**config.mk**
```make
export PLATFORM = sky130hd
export DESIGN_NAME = pong_vga_renderer
export DESIGN_NICKNAME = d
export VERILOG_FILES = /design/src/rtl/pong_vga_renderer.sv
export SDC_FILE = /design/constraint.sdc
export NUM_CORES = 1
export LEC_CHECK = 0
export CORE_ASPECT_RATIO = 1.25
export CORE_MARGIN = 1
export CORE_UTILIZATION = 50
export DETAILED_ROUTE_END_ITERATION = 8
export PLACE_DENSITY_LB_ADDON = 0.1
export REMOVE_ABC_BUFFERS = 1
export SYNTH_ARGS = -nofsm -noshare
export SYNTH_HDL_FRONTEND = slang
export SYNTH_SLANG_ARGS = --single-unit
```
**constraint.sdc**
```tcl
create_clock -name clk -period 6.5 [get_ports clk]
set_input_delay 1.625 -clock clk [delete_from_list [all_inputs] [get_ports clk]]
set_output_delay 1.625 -clock clk [all_outputs]
set_load 0.005 [all_outputs]
```
**src/rtl/pong_vga_renderer.sv**
```systemverilog
// rtl/pong_vga_renderer.sv - VGA timing, per-frame game-state snapshot and pixel painter for pong
module pong_vga_renderer #(
  parameter int CLK_DIV   = 4,
  parameter int H_VISIBLE = 640,
  parameter int H_FP      = 16,
  parameter int H_SYNC    = 96,
  parameter int H_BP      = 48,
  parameter int V_VISIBLE = 480,
  parameter int V_FP      = 10,
  parameter int V_SYNC    = 2,
  parameter int V_BP      = 33,
  parameter int PIP_SIZE  = 8,
  parameter int PIP_PITCH = 12
) (
  input  logic              clk,
  input  logic              reset,
  input  logic signed [9:0] ball_pos_x,
  input  logic signed [9:0] ball_pos_y,
  input  logic [9:0]        player_left_pos,
  input  logic [9:0]        player_right_pos,
  input  logic [3:0]        score_left,
  input  logic [3:0]        score_right,
  input  logic [9:0]        paddle_width,
  input  logic [9:0]        paddle_height,
  input  logic [9:0]        paddle_offset,
  input  logic [9:0]        ball_size,
  input  logic [9:0]        border_top,
  input  logic [9:0]        border_bottom,
  input  logic [9:0]        border_left,
  input  logic [9:0]        border_right,
  input  logic              game_over_signal,
  output logic              hsync,
  output logic              vsync,
  output logic [7:0]        rgb,
  output logic              frame_tick,
  output logic [9:0]        hcount,
  output logic [9:0]        vcount
);
  localparam int DIV_W = (CLK_DIV > 1) ? $clog2(CLK_DIV) : 1;
  localparam logic [9:0] H_LAST   = 10'(H_VISIBLE + H_FP + H_SYNC + H_BP - 1);
  localparam logic [9:0] V_LAST   = 10'(V_VISIBLE + V_FP + V_SYNC + V_BP - 1);
  localparam logic [9:0] V_ACTEND = 10'(V_VISIBLE - 1);
  localparam logic [9:0] HS_START = 10'(H_VISIBLE + H_FP);
  localparam logic [9:0] HS_END   = 10'(H_VISIBLE + H_FP + H_SYNC - 1);
  localparam logic [9:0] VS_START = 10'(V_VISIBLE + V_FP);
  localparam logic [9:0] VS_END   = 10'(V_VISIBLE + V_FP + V_SYNC - 1);

  // 12-bit signed region math: no sum of 10-bit operands can wrap into view
  typedef logic signed [11:0] s12_t;

  logic [DIV_W-1:0] div;
  logic             pix_en;
  logic [9:0]       h, v;
  logic             h_last, v_last, frame_start;

  logic signed [9:0] s_ball_x, s_ball_y;
  logic [9:0] s_pl, s_pr, s_pw, s_ph, s_po, s_bs, s_bt, s_bb, s_bl, s_br;
  logic [3:0] s_sl, s_sr;
  logic       s_go;

  assign pix_en      = (div == DIV_W'(CLK_DIV - 1));
  assign h_last      = (h == H_LAST);
  assign v_last      = (v == V_LAST);
  assign frame_start = pix_en && h_last && (v == V_ACTEND);

  // Pixel-enable divider, restarting from zero on reset
  always_ff @(posedge clk) begin
    if (!reset)      div <= '0;
    else if (pix_en) div <= '0;
    else             div <= div + 1'b1;
  end

  // Horizontal and vertical raster counters
  always_ff @(posedge clk) begin
    if (!reset) begin
      h <= '0;
      v <= '0;
    end else if (pix_en) begin
      if (h_last) begin
        h <= '0;
        v <= v_last ? 10'd0 : v + 10'd1;
      end else begin
        h <= h + 10'd1;
      end
    end
  end

  // Game-state snapshot taken at the start of vertical blank
  always_ff @(posedge clk) begin
    if (!reset) begin
      s_ball_x <= '0; s_ball_y <= '0; s_pl <= '0; s_pr <= '0;
      s_pw <= '0; s_ph <= '0; s_po <= '0; s_bs <= '0;
      s_bt <= '0; s_bb <= '0; s_bl <= '0; s_br <= '0;
      s_sl <= '0; s_sr <= '0; s_go <= 1'b0;
    end else if (frame_start) begin
      s_ball_x <= ball_pos_x;      s_ball_y <= ball_pos_y;
      s_pl <= player_left_pos;     s_pr <= player_right_pos;
      s_pw <= paddle_width;        s_ph <= paddle_height;
      s_po <= paddle_offset;       s_bs <= ball_size;
      s_bt <= border_top;          s_bb <= border_bottom;
      s_bl <= border_left;         s_br <= border_right;
      s_sl <= score_left;          s_sr <= score_right;
      s_go <= game_over_signal;
    end
  end

  s12_t x, y, bx0, bx1, by0, by1, lx0, lx1, rx0, rx1, ly1, ry1, py0, py1;
  s12_t bt, bb, bl, br, pl, pr;
  logic in_ball, in_pad, in_pip, in_border, pip_row;
  logic [7:0] pixel;

  // Region membership and colour priority for the current raster position
  always_comb begin
    x   = s12_t'({2'b00, h});
    y   = s12_t'({2'b00, v});
    bt  = s12_t'({2'b00, s_bt});
    bb  = s12_t'({2'b00, s_bb});
    bl  = s12_t'({2'b00, s_bl});
    br  = s12_t'({2'b00, s_br});
    pl  = s12_t'({2'b00, s_pl});
    pr  = s12_t'({2'b00, s_pr});
    bx0 = s12_t'({{2{s_ball_x[9]}}, s_ball_x});
    by0 = s12_t'({{2{s_ball_y[9]}}, s_ball_y});
    bx1 = bx0 + s12_t'({2'b00, s_bs}) - 12'sd1;
    by1 = by0 + s12_t'({2'b00, s_bs}) - 12'sd1;
    lx0 = bl + s12_t'({2'b00, s_po}) + 12'sd1;
    lx1 = bl + s12_t'({2'b00, s_po}) + s12_t'({2'b00, s_pw});
    rx0 = br - s12_t'({2'b00, s_po}) - s12_t'({2'b00, s_pw});
    rx1 = br - s12_t'({2'b00, s_po}) - 12'sd1;
    ly1 = pl + s12_t'({2'b00, s_ph}) - 12'sd1;
    ry1 = pr + s12_t'({2'b00, s_ph}) - 12'sd1;
    py0 = bt - s12_t'(PIP_SIZE + 2);
    py1 = bt - 12'sd3;

    in_ball = (x >= bx0) && (x <= bx1) && (y >= by0) && (y <= by1);
    in_pad  = ((x >= lx0) && (x <= lx1) && (y >= pl) && (y <= ly1)) ||
              ((x >= rx0) && (x <= rx1) && (y >= pr) && (y <= ry1));
    in_border = (((y == bt) || (y == bb)) && (x >= bl) && (x <= br)) ||
                (((x == bl) || (x == br)) && (y >= bt) && (y <= bb));
    pip_row = (y >= py0) && (y <= py1);

    // At most ten pips per side; the loop bound clamps larger scores
    in_pip = 1'b0;
    for (int k = 0; k < 10; k++) begin
      if (pip_row && (k < int'(s_sl)) &&
          (x >= bl + s12_t'(k * PIP_PITCH)) &&
          (x <= bl + s12_t'(k * PIP_PITCH + PIP_SIZE - 1)))
        in_pip = 1'b1;
      if (pip_row && (k < int'(s_sr)) &&
          (x >= br - s12_t'(k * PIP_PITCH + PIP_SIZE - 1)) &&
          (x <= br - s12_t'(k * PIP_PITCH)))
        in_pip = 1'b1;
    end

    if (in_ball)        pixel = 8'hE0;
    else if (in_pad)    pixel = 8'h1C;
    else if (in_pip)    pixel = 8'hFC;
    else if (in_border) pixel = 8'hFF;
    else                pixel = s_go ? 8'h02 : 8'h00;
  end

  // Registered outputs, all one pixel behind the counters so they stay aligned
  always_ff @(posedge clk) begin
    if (!reset) begin
      hsync      <= 1'b1;
      vsync      <= 1'b1;
      rgb        <= 8'h00;
      frame_tick <= 1'b0;
      hcount     <= '0;
      vcount     <= '0;
    end else begin
      frame_tick <= frame_start;
      if (pix_en) begin
        hcount <= h;
        vcount <= v;
        hsync  <= !((h >= HS_START) && (h <= HS_END));
        vsync  <= !((v >= VS_START) && (v <= VS_END));
        rgb    <= ((h < 10'(H_VISIBLE)) && (v < 10'(V_VISIBLE))) ? pixel : 8'h00;
      end
    end
  end
endmodule
```
==> flow_summary_export.csv, run 1 <==
group,metric,value,unit
run_status,status,"finished clean",
critical_path,required,6880,ps
grt,grt_pass1_wl,126000,µm
synthesis,synthXorXnorAreaFrac,10.3,%
hold_path,hp-start,"div[0]",
sta,fin_tns_setup,0,ps
synthesis,synth_mux_area_share,0.909,%
synthesis,syn_area,0.0255,mm²
sta,worst_pin_slew,992,ps
critical_path,cp-end-kind,"flop",
sta,hold_violations,0,
grt,grt_overflow,0,
run,cap_violations,0,
synthesis,synth_cells,3273,
power_and_ir_drop,p_leak,13.0,nW
floorplanning,core,0.0504,mm²
clock_network,clock-root-buffer,"clkbuf_16",
synthesis,synth_top_cell_by_area,"ha_1",
clock_network,post_cts_buffers,0,
routing,vias_per_cell,5.92,
clock_network,cts-resized-gates,0,
clock_network,cts_tree,"yes",
synthesis,ys_top_cells_by_count,"594 x ha_1, 433 x nand2_1, 284 x inv_1, 243 x xnor2_1, 203 x a21oi_1",
synthesis,avgSynthCellArea,7.78,µm²
final_layout,drive_gt1_share,3.85,%
critical_path,r2r_slack,840,ps
critical_path,startpoint_type,"flop",
synthesis,synth_compound_area_share,21.6,%
sta,max_freq,177,MHz
synthesis,synthTopCellsByArea,"ha_1 29%, dfxtp_1 14%, xnor2_1 8.4%, nand2_1 6.4%, inv_1 4.2%",
synthesis,synth.most_common_cell,"ha_1",
routing,wire_per_inst,19.7,µm
floorplanning,rows,92,
grt,grt_usage,30.8,%
floorplanning,start_util,50.5,%
sta,layout_min_cycle_time,5660,ps
clock_network,cts_buffers,17,
clock_network,clkLatencyLatePin,470,ps
clock_network,cts_htree_levels,4,
sta,clock_skew,11.7,ps
critical_path,reg2reg_from,"s_po[0]",
placement,placed_cell_area,0.0279,mm²
routing,wl_met1,32600,µm
synthesis,synth_top_area_share,29.2,%
placement,gp_congestion,0.984,
sta,setup_viol,0,
synthesis,ys_seq_area_share,14.0,%
clock_network,hold_buffers,0,
routing,drt-total-wl,80000,µm
placement,hpwl,61800,µm
routing,drc_errors,0,
grt,antenna_found_initial,1,
synthesis,synth-seq-cells,178,
critical_path,cp_max_fo,5,
hold_path,holdCritPathClass,"reg2reg",
synthesis,synth_edf_count,0,
final_layout,layout.nets,4123,
placement,dp_slack,868,ps
routing,postRouteAntennaNets,0,
final_layout,syn2layout_area_growth,11.6,%
routing,drtIter0Drc,1454,
grt,first_global_vias,23900,
synthesis,synth_cell_types,93,
critical_path,startpoint,"s_po[0]",
placement,port_buffers,161,
routing,first_pass_iters,6,
final_layout,stdcell_area,0.0284,mm²
clock_network,clkTransAtPathRegs,80,ps
routing,met3WireLength,3580,µm
synthesis,synthAdderAreaFrac,30.0,%
synthesis,ys_warn_count,0,
power_and_ir_drop,vdd_drop_max,194,µV
routing,dr_total_vias,24000,
routing,topRoutingLayerUsed,"met4",
floorplanning,die_area,0.0519,mm²
synthesis,synthArstFlopShare,0,%
sta,finalCritPeriodShare,87.1,%
floorplanning,die_w,204,µm
routing,met2_length,40500,µm
synthesis,yosys.area_share.simple,17.1,%
critical_path,crit_arrival,6040,ps
sta,setup_slack,838,ps
sta,rsz0062_at_grt,"false",
clock_network,cts_sinks,178,
critical_path,critical_path_class,"reg2reg",
sta,maxSlewHeadroom,33.8,%
grt,grt_max_degree,83,
floorplanning,io_pins,162,
clock_network,clockBufferDepth,2,
floorplanning,die_h,254,µm
power_and_ir_drop,power_density,81.4,mW/mm²
synthesis,synth_ff_type,"dfxtp_1",
synthesis,synth_top_family_by_area,"adder cells",
sta,slew_viol_final,0,
==> worst max-delay path, stage by stage (launching register included) <==
cell and delay (ps):
dfxtp_1 330, ha_1 240, fa_1 410, a21oi_1 310, nor3_1 100, or4_1 610, ha_1 280, or4_1 470
o22ai_1 340, xor2_1 190, ha_1 250, and3_1 170, a2111oi_0 410, a221oi_1 210, a221oi_2 270, nor2_1 80
a2111oi_2 370, a32o_2 240, nor2_1 60, a31o_1 230
==> routing by layer <==
metal / up-vias / GRT usage (%)
li1: 11800 / -
met5: - / 0
met2: 736 / 57.4
met1: 11300 / 35.1
met4: 0 / 13.5
met3: 203 / 3.30
==> kinds of logic after synthesis <==
group                    count (synthesis)
flip-flops                             178
XOR/XNOR                               298
AND/OR/NAND/NOR                        940
AO/OA/AOI/OAI                          824
multiplexers                            23
buffers and inverters                  406
adder cells (fa/ha/maj)                604
==> stage by stage <==
stage | instances | power (mW) | hold slack [ps] | utilization [%]
after floorplan | 3158 | 1.17 | 398 | -
after global placement | 4027 | 1.28 | 414 | 55.2
after detailed placement | 4027 | 1.29 | 421 | 55.2
after CTS | 4059 | 2.34 | 435 | 56.4
after global routing | 4059 | 2.38 | 464 | 56.4
final | 4060 | 2.31 | 436 | 56.4
==> worst paths after layout <==
check,endpoint,cells past startpoint
setup reg to reg,rgb[0],19
hold / removal,div[0],1
hold reg to reg,div[0],1
setup / recovery,rgb[0],19
==> placed cells by master, fill, tap and decap left out, types with 64 or more instances in the layout <==
master,instances
o21ai_0,141
inv_1,284
dfxtp_1,172
nand2_1,432
nor2_1,168
nor2b_1,64
xnor2_1,243
a21oi_1,203
ha_1,593
a21boi_0,117
clkdlybuf4s50_1,160
==> layout make-up <==
type	count	area [µm²]
Multi-Input combinational cell	2689	20300
Tap cell	658	823
Clock inverter	14	143
Timing Repair Buffer	211	2020
Antenna cell	1	2.50
Sequential cell	178	3570
Clock buffer	18	439
Fill cell	4805	22000
Inverter	291	1090
==> report_power, final <==
| part | internal (mW) | switching, mW |
|---|---|---|
| logic | 0.105 | 0.0570 |
| clock network | 0.519 | 0.536 |
| registers | 1.09 | 0.00460 |
(Power assumes the default switching activity.)
==> inputs of run 2 (changes only) <==
Settings changed: CTS_CLUSTER_DIAMETER set to 200.
Clock period 6.5 ns to 5.7 ns, I/O delays scaled along.
==> run 2 against run 1 <==
Count of clock-buffer cells in the layout fell by 1; total power rose by 15%; worst hold slack got worse by 4.8 ps; register-to-register slack worse by 490 ps; setup slack worse by 490 ps; largest power group unchanged; clock skew increased by 2.8 ps; cell area rose by 0.48%; first-iteration DRC count fell by 3.1%.
==> flow_summary_export.csv, run 2 (synthesized netlist as in run 1, its figures left out) <==
group,metric,value,unit
power_and_ir_drop,p_int,1.96,mW
clock_network,cts_buffers,17,
clock_network,cts_htree_levels,4,
floorplanning,die_w,204,µm
final_layout,multi_input_area,0.0204,mm²
sta,worst_pin_slew,1020,ps
critical_path,r2r-end,"rgb[4]",
power_and_ir_drop,p_total,2.67,mW
sta,finalCritPeriodShare,93.9,%
grt,grt_pass1_wl,127000,µm
critical_path,crit_end,"rgb[4]",
grt,grt_overflow,0,
power_and_ir_drop,seqPwrFrac,46.9,%
clock_network,post_cts_buffers,0,
power_and_ir_drop,sw_frac_of_total,26.5,%
power_and_ir_drop,pwr-share-clk,46.1,%
final_layout,layout.nets,4131,
sta,max_freq,187,MHz
floorplanning,start_util,50.5,%
final_layout,layout_common_cells,"593 x ha_1, 432 x nand2_1, 284 x inv_1",
critical_path,required,6080,ps
hold_path,holdCritPathClass,"reg2reg",
floorplanning,io_pins,162,
routing,first_pass_iters,7,
critical_path,startpoint_type,"flop",
routing,wire_per_inst,19.8,µm
clock_network,clkTransAtPathRegs,80,ps
hold_path,min_path_cells,1,
routing,postRouteAntennaNets,0,
sta,hold_violations,0,
clock_network,clkLatencyLatePin,490,ps
run,cap_violations,0,
routing,drtIter0Drc,1409,
grt,grt_max_degree,89,
sta,rsz0062_at_grt,"false",
power_and_ir_drop,comb_power_share,7.0,%
sta,layout_min_cycle_time,5350,ps
clock_network,clockBufferDepth,2,
sta,fin_tns_setup,0,ps
power_and_ir_drop,power_density,93.4,mW/mm²
grt,first_global_vias,24200,
critical_path,cp-end-kind,"flop",
floorplanning,core,0.0504,mm²
floorplanning,rows,92,
placement,port_buffers,161,
placement,hpwl,61900,µm
critical_path,crit_arrival,5730,ps
final_layout,fill_cells,4840,
critical_path,r2r_slack,350,ps
clock_network,clock-root-buffer,"clkbuf_16",
grt,grt_usage,31.0,%
critical_path,cp_max_fo,6,
routing,dr_total_vias,24200,
sta,maxSlewHeadroom,31.3,%
run_status,status,"finished clean",
floorplanning,die_area,0.0519,mm²
routing,drt-total-wl,80400,µm
grt,antenna_found_initial,2,
critical_path,startpoint,"s_br[0]",
final_layout,final_common_cell,"ha_1",
final_layout,final-seq-area,0.00357,mm²
power_and_ir_drop,power.switching,708,µW
placement,gp_congestion,1.01,
critical_path,reg2reg_from,"s_br[0]",
placement,dp.cells,4035,
sta,clock_skew,14.5,ps
critical_path,reg2reg_depth,21,
clock_network,cts_tree,"yes",
final_layout,drive_gt1_share,4.17,%
sta,slew_viol_final,0,
routing,vias_per_cell,5.94,
routing,drc_errors,0,
final_layout,instances_no_fill,4068,
final_layout,syn2layout_area_growth,12.1,%
power_and_ir_drop,p_leak,13.0,nW
sta,setup_viol,0,
critical_path,critical_path_class,"reg2reg",
clock_network,cts_sinks,178,
floorplanning,die_h,254,µm
final_layout,fin_util,56.7,%
power_and_ir_drop,vdd_drop_max,235,µV
[run 2: cell types whose count changed in the layout (fill, tap and decap cells not counted), sizes merged]
cell / before / now
inv: 294 / 297
buf: 51 / 59
clkinvlp: 2 / 0
clkbuf: 18 / 17
[run 2: metrics by stage]
step / cell area (µm²) / hold slack, ps / setup WS, ps
3_5_place_dp: 27900 / 420 / 123
5_1_grt: 28600 / 452 / 36.5
4_1_cts: 28500 / 434 / 98.0
2_1_floorplan: 25000 / 398 / 622
6_report: 28600 / 432 / 348
3_3_place_gp: 27900 / 414 / 224
[run 2: how the worst min path moves through the flow]
stage / endpoint / slack, ps / start
floorplan: div[0] / 400 / div[0]
global placement: div[0] / 410 / div[0]
detailed placement: div[0] / 420 / div[0]
CTS: div[0] / 430 / div[0]
global route: div[0] / 450 / div[0]
finish: div[0] / 430 / div[0]
[run 2: layer usage]
metal  part of all wire (%)  track usage [%]  up-vias
li1                       -                -    11800
met5                  0.014                0        -
met1                     40             34.8    11300
met4                    5.2             16.7        2
met2                     49             56.3      757
met3                    5.4             4.27      248
[run 2: cell type report]
type                       instances  area share [%]
antenna                            1         0.00876
clock buffer                      17            1.49
clock inverter                    15           0.604
inverter                         291            3.82
multi-input combinational       2689            71.3
sequential                       178            12.5
tap                              658            2.88
timing repair buffer             219            7.37
[run 2: timing repair]
item	in CTS	in global routing
resized for setup	0	5
setup endpoints to repair	0	4
endpoints found under the hold margin	0	0
hold buffers	0	0
[run 2: worst max-delay path, stage by stage (launching register included)]
cell and delay, ps:
dfxtp_1 370, inv_1 180, ha_1 190, inv_1 50, fa_1 480, a21o_1 220, a21oi_1 160, xnor2_1 240
ha_1 330, inv_1 100, o22ai_1 120, o41ai_1 540, xnor2_1 190, ha_1 260, a2111oi_0 400, o21ai_0 160
a221oi_1 250, o21ai_0 130, and4_2 240, a32o_2 300, o31ai_1 250, nand2_1 70
[run 2: power groups by stage]
stage,Sequential (mW),Clock [mW],Combinational (mW)
5_1_grt,1.25,1.30,0.201
3_3_place_gp,1.28,0,0.186
4_1_cts,1.25,1.26,0.189
6_report,1.25,1.23,0.188
3_5_place_dp,1.28,0,0.188
2_1_floorplan,1.28,0,0.0536
